**src/rtl/ret_addr_stack_pkg.sv**
```systemverilog
// Shared definitions for the return-address stack: operation encodings used by
// the stack and the core decoder.
package ret_addr_stack_pkg;

    typedef enum logic [1:0] {
        STK_NOP = 2'b00,
        STK_PSH = 2'b01,
        STK_POP = 2'b10,
        STK_RPL = 2'b11
    } stk_op_e;

endpackage : ret_addr_stack_pkg

```
**src/rtl/ret_addr_stack.sv**
```systemverilog
// Parametrised return-address stack: ring storage with explicit pointer wrap,
// occupancy status, circular or saturating overflow policy and sticky flags.
module ret_addr_stack
    import ret_addr_stack_pkg::*;
#(
    parameter int AW    = 11,
    parameter int DEPTH = 8,
    parameter int WRAP  = 1
) (
    input  logic                         clk,
    input  logic                         rst,
    input  logic [1:0]                   ctl,
    input  logic [AW-1:0]                din,
    input  logic                         flush,
    input  logic                         clr_flags,
    output logic [AW-1:0]                dout,
    output logic [$clog2(DEPTH+1)-1:0]   count,
    output logic                         empty,
    output logic                         full,
    output logic                         ovf,
    output logic                         unf
);

    localparam int CW = $clog2(DEPTH + 1);
    localparam int PW = $clog2(DEPTH);
    localparam logic [PW-1:0] C_PTR_LAST = PW'(DEPTH - 1);
    localparam logic [CW-1:0] C_CNT_FULL = CW'(DEPTH);
    localparam logic [CW-1:0] C_CNT_ONE  = CW'(1);

    // Pointer moves wrap explicitly so any depth, not only powers of two, works.
    function automatic logic [PW-1:0] ptr_inc(input logic [PW-1:0] p);
        return (p == C_PTR_LAST) ? {PW{1'b0}} : p + PW'(1);
    endfunction

    function automatic logic [PW-1:0] ptr_dec(input logic [PW-1:0] p);
        return (p == {PW{1'b0}}) ? C_PTR_LAST : p - PW'(1);
    endfunction

    logic [AW-1:0] r_mem [DEPTH];
    logic [PW-1:0] r_tp;
    logic [CW-1:0] r_cnt;
    logic          r_ovf;
    logic          r_unf;

    logic [PW-1:0] w_tp_nxt;
    logic [CW-1:0] w_cnt_nxt;
    logic [PW-1:0] w_wr_ptr;
    logic          w_wr_en;
    logic          w_set_ovf;
    logic          w_set_unf;
    logic          w_empty;
    logic          w_full;

    assign w_empty = (r_cnt == {CW{1'b0}});
    assign w_full  = (r_cnt == C_CNT_FULL);

    // Next pointer/count, write request and flag events for this cycle.
    always_comb begin
        w_tp_nxt  = r_tp;
        w_cnt_nxt = r_cnt;
        w_wr_ptr  = r_tp;
        w_wr_en   = 1'b0;
        w_set_ovf = 1'b0;
        w_set_unf = 1'b0;
        if (flush) begin
            w_tp_nxt  = {PW{1'b0}};
            w_cnt_nxt = {CW{1'b0}};
        end else begin
            case (stk_op_e'(ctl))
                STK_PSH: begin
                    if (!w_full) begin
                        w_tp_nxt  = ptr_inc(r_tp);
                        w_wr_ptr  = ptr_inc(r_tp);
                        w_wr_en   = 1'b1;
                        w_cnt_nxt = r_cnt + C_CNT_ONE;
                    end else if (WRAP != 0) begin
                        w_tp_nxt  = ptr_inc(r_tp);
                        w_wr_ptr  = ptr_inc(r_tp);
                        w_wr_en   = 1'b1;
                        w_set_ovf = 1'b1;
                    end else begin
                        w_set_ovf = 1'b1;
                    end
                end
                STK_POP: begin
                    if (!w_empty) begin
                        w_tp_nxt  = ptr_dec(r_tp);
                        w_cnt_nxt = r_cnt - C_CNT_ONE;
                    end else begin
                        w_set_unf = 1'b1;
                    end
                end
                STK_RPL: begin
                    // Replace on an empty stack degrades to a push of din.
                    if (!w_empty) begin
                        w_wr_en   = 1'b1;
                    end else begin
                        w_tp_nxt  = ptr_inc(r_tp);
                        w_wr_ptr  = ptr_inc(r_tp);
                        w_wr_en   = 1'b1;
                        w_cnt_nxt = C_CNT_ONE;
                        w_set_unf = 1'b1;
                    end
                end
                default: begin
                    w_tp_nxt = r_tp;
                end
            endcase
        end
    end

    // Pointer, occupancy and sticky flags; a flag-setting event beats clr_flags.
    always_ff @(posedge clk or posedge rst) begin
        if (rst) begin
            r_tp  <= {PW{1'b0}};
            r_cnt <= {CW{1'b0}};
            r_ovf <= 1'b0;
            r_unf <= 1'b0;
        end else begin
            r_tp  <= w_tp_nxt;
            r_cnt <= w_cnt_nxt;
            r_ovf <= (r_ovf & ~clr_flags) | w_set_ovf;
            r_unf <= (r_unf & ~clr_flags) | w_set_unf;
        end
    end

    // Entry storage is deliberately left unreset.
    always_ff @(posedge clk) begin
        if (!rst && w_wr_en) begin
            r_mem[w_wr_ptr] <= din;
        end
    end

    assign dout  = w_empty ? {AW{1'b0}} : r_mem[r_tp];
    assign count = r_cnt;
    assign empty = w_empty;
    assign full  = w_full;
    assign ovf   = r_ovf;
    assign unf   = r_unf;

endmodule : ret_addr_stack

```
**config.mk**
```make
export PLATFORM = sky130hd
export DESIGN_NAME = ret_addr_stack
export DESIGN_NICKNAME = d
export VERILOG_FILES = /design/src/rtl/ret_addr_stack_pkg.sv /design/src/rtl/ret_addr_stack.sv
export SDC_FILE = /design/constraint.sdc
export NUM_CORES = 1
export LEC_CHECK = 0
export ABC_CLOCK_PERIOD_IN_PS = 3300
export BUFFER_PORTS_ARGS = -buffer_cell sky130_fd_sc_hd__buf_2
export CAP_MARGIN = 15
export CORE_ASPECT_RATIO = 1.75
export CORE_MARGIN = 8
export CORE_UTILIZATION = 30
export CTS_CLUSTER_SIZE = 10
export DETAILED_ROUTE_END_ITERATION = 6
export PLACE_DENSITY = 0.57
export SLEW_MARGIN = 20
export SYNTH_ARGS = -nofsm -noshare
export SYNTH_HDL_FRONTEND = slang
export SYNTH_SLANG_ARGS = --single-unit
```
**constraint.sdc**
```tcl
create_clock -name clk -period 3.3 [get_ports clk]
set_clock_uncertainty 0.2 [all_clocks]
set_input_delay 0.165 -clock clk [delete_from_list [all_inputs] [get_ports clk]]
set_output_delay 0.165 -clock clk [all_outputs]
set_load 0.02 [all_outputs]
```
[Word level (Yosys, flattened, before mapping)]
Memory sizes are Yosys's and may differ from the RTL's.
Cells that the tools add are included.
Cells by class
  $mul: 0
  bitwise gates (word level): 5
  divide/modulo/power cells: 0
  order comparisons: 0
  mux-type cells: 24
  add/subtract/negate cells: 4
  reduce and logical (&&, ||, !) cells: 9
  eq/ne operators: 8
  shift operators: 0
Operator list (count)
  $mux W3: 6
  $mux W4: 4
  $pmux W4 S3: 1
  $mux W11: 1
  $mux W1: 10
  $ne A3 B3 Y1 const B: 3
  $pmux W3 S3: 1
  $pmux W3 S2: 1
  $add A4 B1 Y4 const B: 1
  $eq A2 B2 Y1 const B: 2
  $eq A4 B4 Y1 const B: 1
  $logic_not A4 Y1: 1
  $reduce_and A4 Y1: 1
  $reduce_bool A4 Y1: 1
  $reduce_or A2 Y1: 2
  $sub A4 B1 Y4 const B: 1
  $add A3 B1 Y3 const B: 1
  $eq A3 B3 Y1 const B: 1
  $logic_not A3 Y1: 1
  $sub A3 B1 Y3 const B: 1
  $and A1 B1 Y1: 2
  $eq A2 B1 Y1 const B: 1
  $or A1 B1 Y1: 2
  $reduce_and A2 Y1: 1
  3 further kinds: 3
Word-level totals
  bits in writable memories: 88
  output and inout port bits: 19
  logic and storage cells: 55
  memories: 1
  bits in latches: 0
  register bits: 9
  bits of input ports: 17
  ROM bits: 0
Memories
  r_mem: depth 8, bits a word 11, read ports 1, clocked after memory_dff 0, write ports 1, line ret_addr_stack.sv:39  | logic [AW-1:0] r_mem [DEPTH];

[Longest topological paths before layout]
  word-level depth: 7
  mapped depth: 7
  mapped depth without buffers: 6

[Worst setup path after synthesis]
Ideal clock, no wire load.
  kind: reg2reg
  start point: register r_cnt[0], in the netlist count[0]
  end point: memory r_mem[4][0] (enable)
  setup time: 378 ps
  clock period less this slack: 2716 ps
  path slack: 584 ps
  buffers on the path: 0
  data arrival time: 2138 ps
  required time: 2722 ps
  cell stages (with the launch flop): 5
  cells stage by stage: dfrtp_1 > o41ai_4 > nand3_4 > mux2_4 > nor2_1
Between the ends
  cells in the longest elaborated chain, start to end: 4
Ends and longest elaborated chain
  start, declared: line ret_addr_stack.sv:41  | logic [CW-1:0] r_cnt;
  start signal, assigned: line ret_addr_stack.sv:116  | r_cnt <= {CW{1'b0}};
  start signal, assigned: line ret_addr_stack.sv:121  | r_cnt <= w_cnt_nxt;
  $logic_not A4 Y1: line ret_addr_stack.sv:54  | assign w_empty = (r_cnt == {CW{1'b0}});
  $mux W3: line ret_addr_stack.sv:95  | if (!w_empty) begin
  $pmux W3 S2: line ret_addr_stack.sv:69  | case (stk_op_e'(ctl))
  $mux W3: line ret_addr_stack.sv:65  | if (flush) begin
  end, declared: line ret_addr_stack.sv:39
No other way between the ends.

[Final worst setup path]
  start point: register r_cnt[0], in the netlist count[0]
  end point: output dout[3]
Between the ends
  cells in the longest elaborated chain, start to end: 2
Ends and longest elaborated chain
  $logic_not A4 Y1: line ret_addr_stack.sv:54
  $mux W11: line ret_addr_stack.sv:134  | assign dout = w_empty ? {AW{1'b0}} : r_mem[r_tp];
  end, declared: line ret_addr_stack.sv:16  | output logic [AW-1:0] dout,
No other way between the ends.

==> metrics.yaml <==
final_layout:
  multi_input_area_um2: 1290
  nNetsFinal: 330
  diodes: 0
  stdcell_count: 488
  regArea_um2: 2870
  fillers: 1339
  postLayoutCellArea_um2: 5150
  drive_above_1_share_pct: 31.2
  areaGrowthSynthToFinish_pct: 21.7
die:
  rows: 57
  pin_count: 36
  die-height_um: 173
  fp.dieArea_um2: 18300
  core_area_um2: 13800
  die_x_um: 106
  start_util_pct: 30.6
global_route:
  grt_pass1_vias: 2499
  grt.total_usage_pct: 10.1
  grt_start_max_net_pins: 20
  grt_overflow: 0
  antenna_found_initial: 0
  grt_first_pass_wirelength_um: 14000
synthesis:
  syn_inst: 244
  yosysWarnings: 0
  synthArstFlopShare_pct: 9.28
  yosysTopAreaCell: "edfxtp_1"
  ys_seq_elements: 97
  syn_area_um2: 4230
  synth_ff_type: "edfxtp_1"
  syn_nets: 268
  synth.top_cell.area_share_pct: 62.4
  syn_avg_cell_area_um2: 17.3
  ys_top_cells_by_area: "edfxtp_1 (62%), mux4_2 (12%), dfrtp_1 (5.3%)"
  synth_cell_types: 38
  synth_edf_count: 88
  seq_area_frac_synth_pct: 67.8
detailed_routing:
  wl_per_cell_um: 18.2
  ant_nets: 0
  drt-initial-drc-count: 102
  vias: 2318
  drt-total-wl_um: 8900
  drc_errors: 0
  vias_per_cell: 4.75
  drt_first_pass_iters: 4
critical_path:
  cp_cell_sequence: "or4_2 > inv_1 > nor2_1 > buf_2"
  cp_slowest_cell: "or4_2"
  startpoint_type: "flop"
  required_ns: 2.93
  r2r_slack_ns: 0.71
  path_max_fanout: 15
  worst-endpoint-arrival_ns: 2.45
  cp-end-kind: "output pin"
  crit_type: "flop to output pin"
  slowest_delay_ns: 0.72
clock_tree:
  ctsResizeCount: 0
  clockRootBuffer: "clkbuf_16"
  cts_buffers: 9
  clk_pin_slew_ns: 0.07
  cts_buffer_depth: 2
  ctsHtreeMaxLevel: 3
  cts_num_sinks: 97
  cts_tree: "built"
  clk_latency_ns: 0.34
  cts_setup_buffers: 0
power_and_ir_drop:
  ir_drop_v: 0.000185
  power.density_cell_area_nw_per_um2: 637
  p_leak_nw: 1.84
place:
  dpl.cell_count: 458
  hpwl_um: 6220
  gp_congestion: 0.775
  place_area_um2: 4710
  portBuffers: 35
sta:
  relSlewSlack_pct: 56.8
  period_needed_ns: 2.81
  post-route-period-util_pct: 85.2
  hold_ws_ns: 0.0381
  hold_viol: 0
  setup_violations: 0
  max_freq_mhz: 356
  worst_slew_pin_slew_ns: 0.648
  rsz0062_at_grt: "no"
  tns_ns: 0
  slew_viol_final: 0
min_path:
  hp-class: "input pin to flop"
outcome:
  outcome: "finished clean"
job:
  drv_cap: 0
==> cell usage after synthesis, drive strengths merged (4+ instances only) <==
master,number
nor2,31
buf,6
inv,6
nand2b,7
nand2,5
ha,6
dfrtp,9
nand3,4
a21oi,4
edfxtp,88
mux2i,15
clkbuf,7
mux4,23
==> critical path: cells and delay by family (launching register included) <==
family	cells	cell delay, ns
flip-flops	1	0.50
AND/OR/NAND/NOR	2	0.89
buffers and inverters	2	0.71
==> report_power, final <==
part / internal, mW / total [mW] / leakage [nW] / switching (mW)
clock network: 0.594 / 1.04 / 0.146 / 0.445
logic: 0.353 / 0.818 / 0.781 / 0.465
registers: 1.39 / 1.43 / 0.912 / 0.0361
==> path summary, 6_finish.rpt <==
kind | startpoint | endpoint | cells past startpoint
worst max-delay path | count[0] | dout[3] | 4
worst min-delay path | ctl[1] | r_tp[0] | 2
worst max register to register | count[0] | r_mem[3][3] | 5
worst min register to register | unf | unf | 1
max in group asynchronous | rst | count[2] | 3
min in group asynchronous | rst | count[3] | 3
==> layer usage <==
layer	part of all wire (%)	wire length [µm]	up-vias	GRT usage (%)
met2	56	4940	45	18.3
met5	0	0	-	0
met1	38	3410	1182	10.6
met3	4.1	362	12	2.64
li1	-	-	1079	-
met4	2.1	183	0	4.48
==> logic make-up (layout without fill, tap and decap cells) <==
logic type	after synthesis	count (layout)	synth area share, %
DFF	97	97	67.8
adders and majority gates	7	7	2.25
and+or+nand+nor	56	56	6.56
buffers and inverters	19	86	1.86
AOI/OAI and AO/OA	20	20	4.05
muxes	40	40	16.5
xor gates and xnor gates	5	5	1.03
==> through the flow <==
step                setup WS [ns]  utilization [%]  power [mW]
global route                0.351             37.2        3.42
finish                      0.490             37.2        3.28
floorplan                   0.584                -        2.03
detailed placement          0.740             34.0        2.28
global placement            0.771             34.0        2.27
CTS                         0.419             37.2        3.33
==> area by class of cell <==
| cell class | count | area share, % |
|---|---|---|
| Inverter | 6 | 0.437 |
| Clock buffer | 9 | 4.37 |
| Multi-Input combinational cell | 128 | 25.0 |
| Timing Repair Buffer | 64 | 8.79 |
| Sequential cell | 97 | 55.7 |
| Tap cell | 177 | 4.30 |
| Clock inverter | 7 | 1.46 |
==> placed cells by master (no fill, tap or decap), types with 5 or more instances in the layout <==
master / count
edfxtp_1: 88
buf_2: 35
nor2_1: 31
mux4_2: 23
mux2i_1: 15
dlygate4sd3_1: 14
buf_4: 13
clkbuf_16: 9
dfrtp_1: 9
inv_1: 6
nand2b_1: 6
ha_1: 6
nand2_1: 5
==> registers in the layout, indices dropped and copies added (netlist names) <==
| signal | cells |
|---|---|
| count | 4 |
| ovf | 1 |
| r_mem | 88 |
| r_tp | 3 |
| unf | 1 |
==> what timing repair did <==
item,4_1_cts,5_1_grt
setup endpoints to repair,0,0
endpoints found under the hold margin,102,0
hold buffers,14,0
No activity file was read; power rests on OpenSTA's default activity.
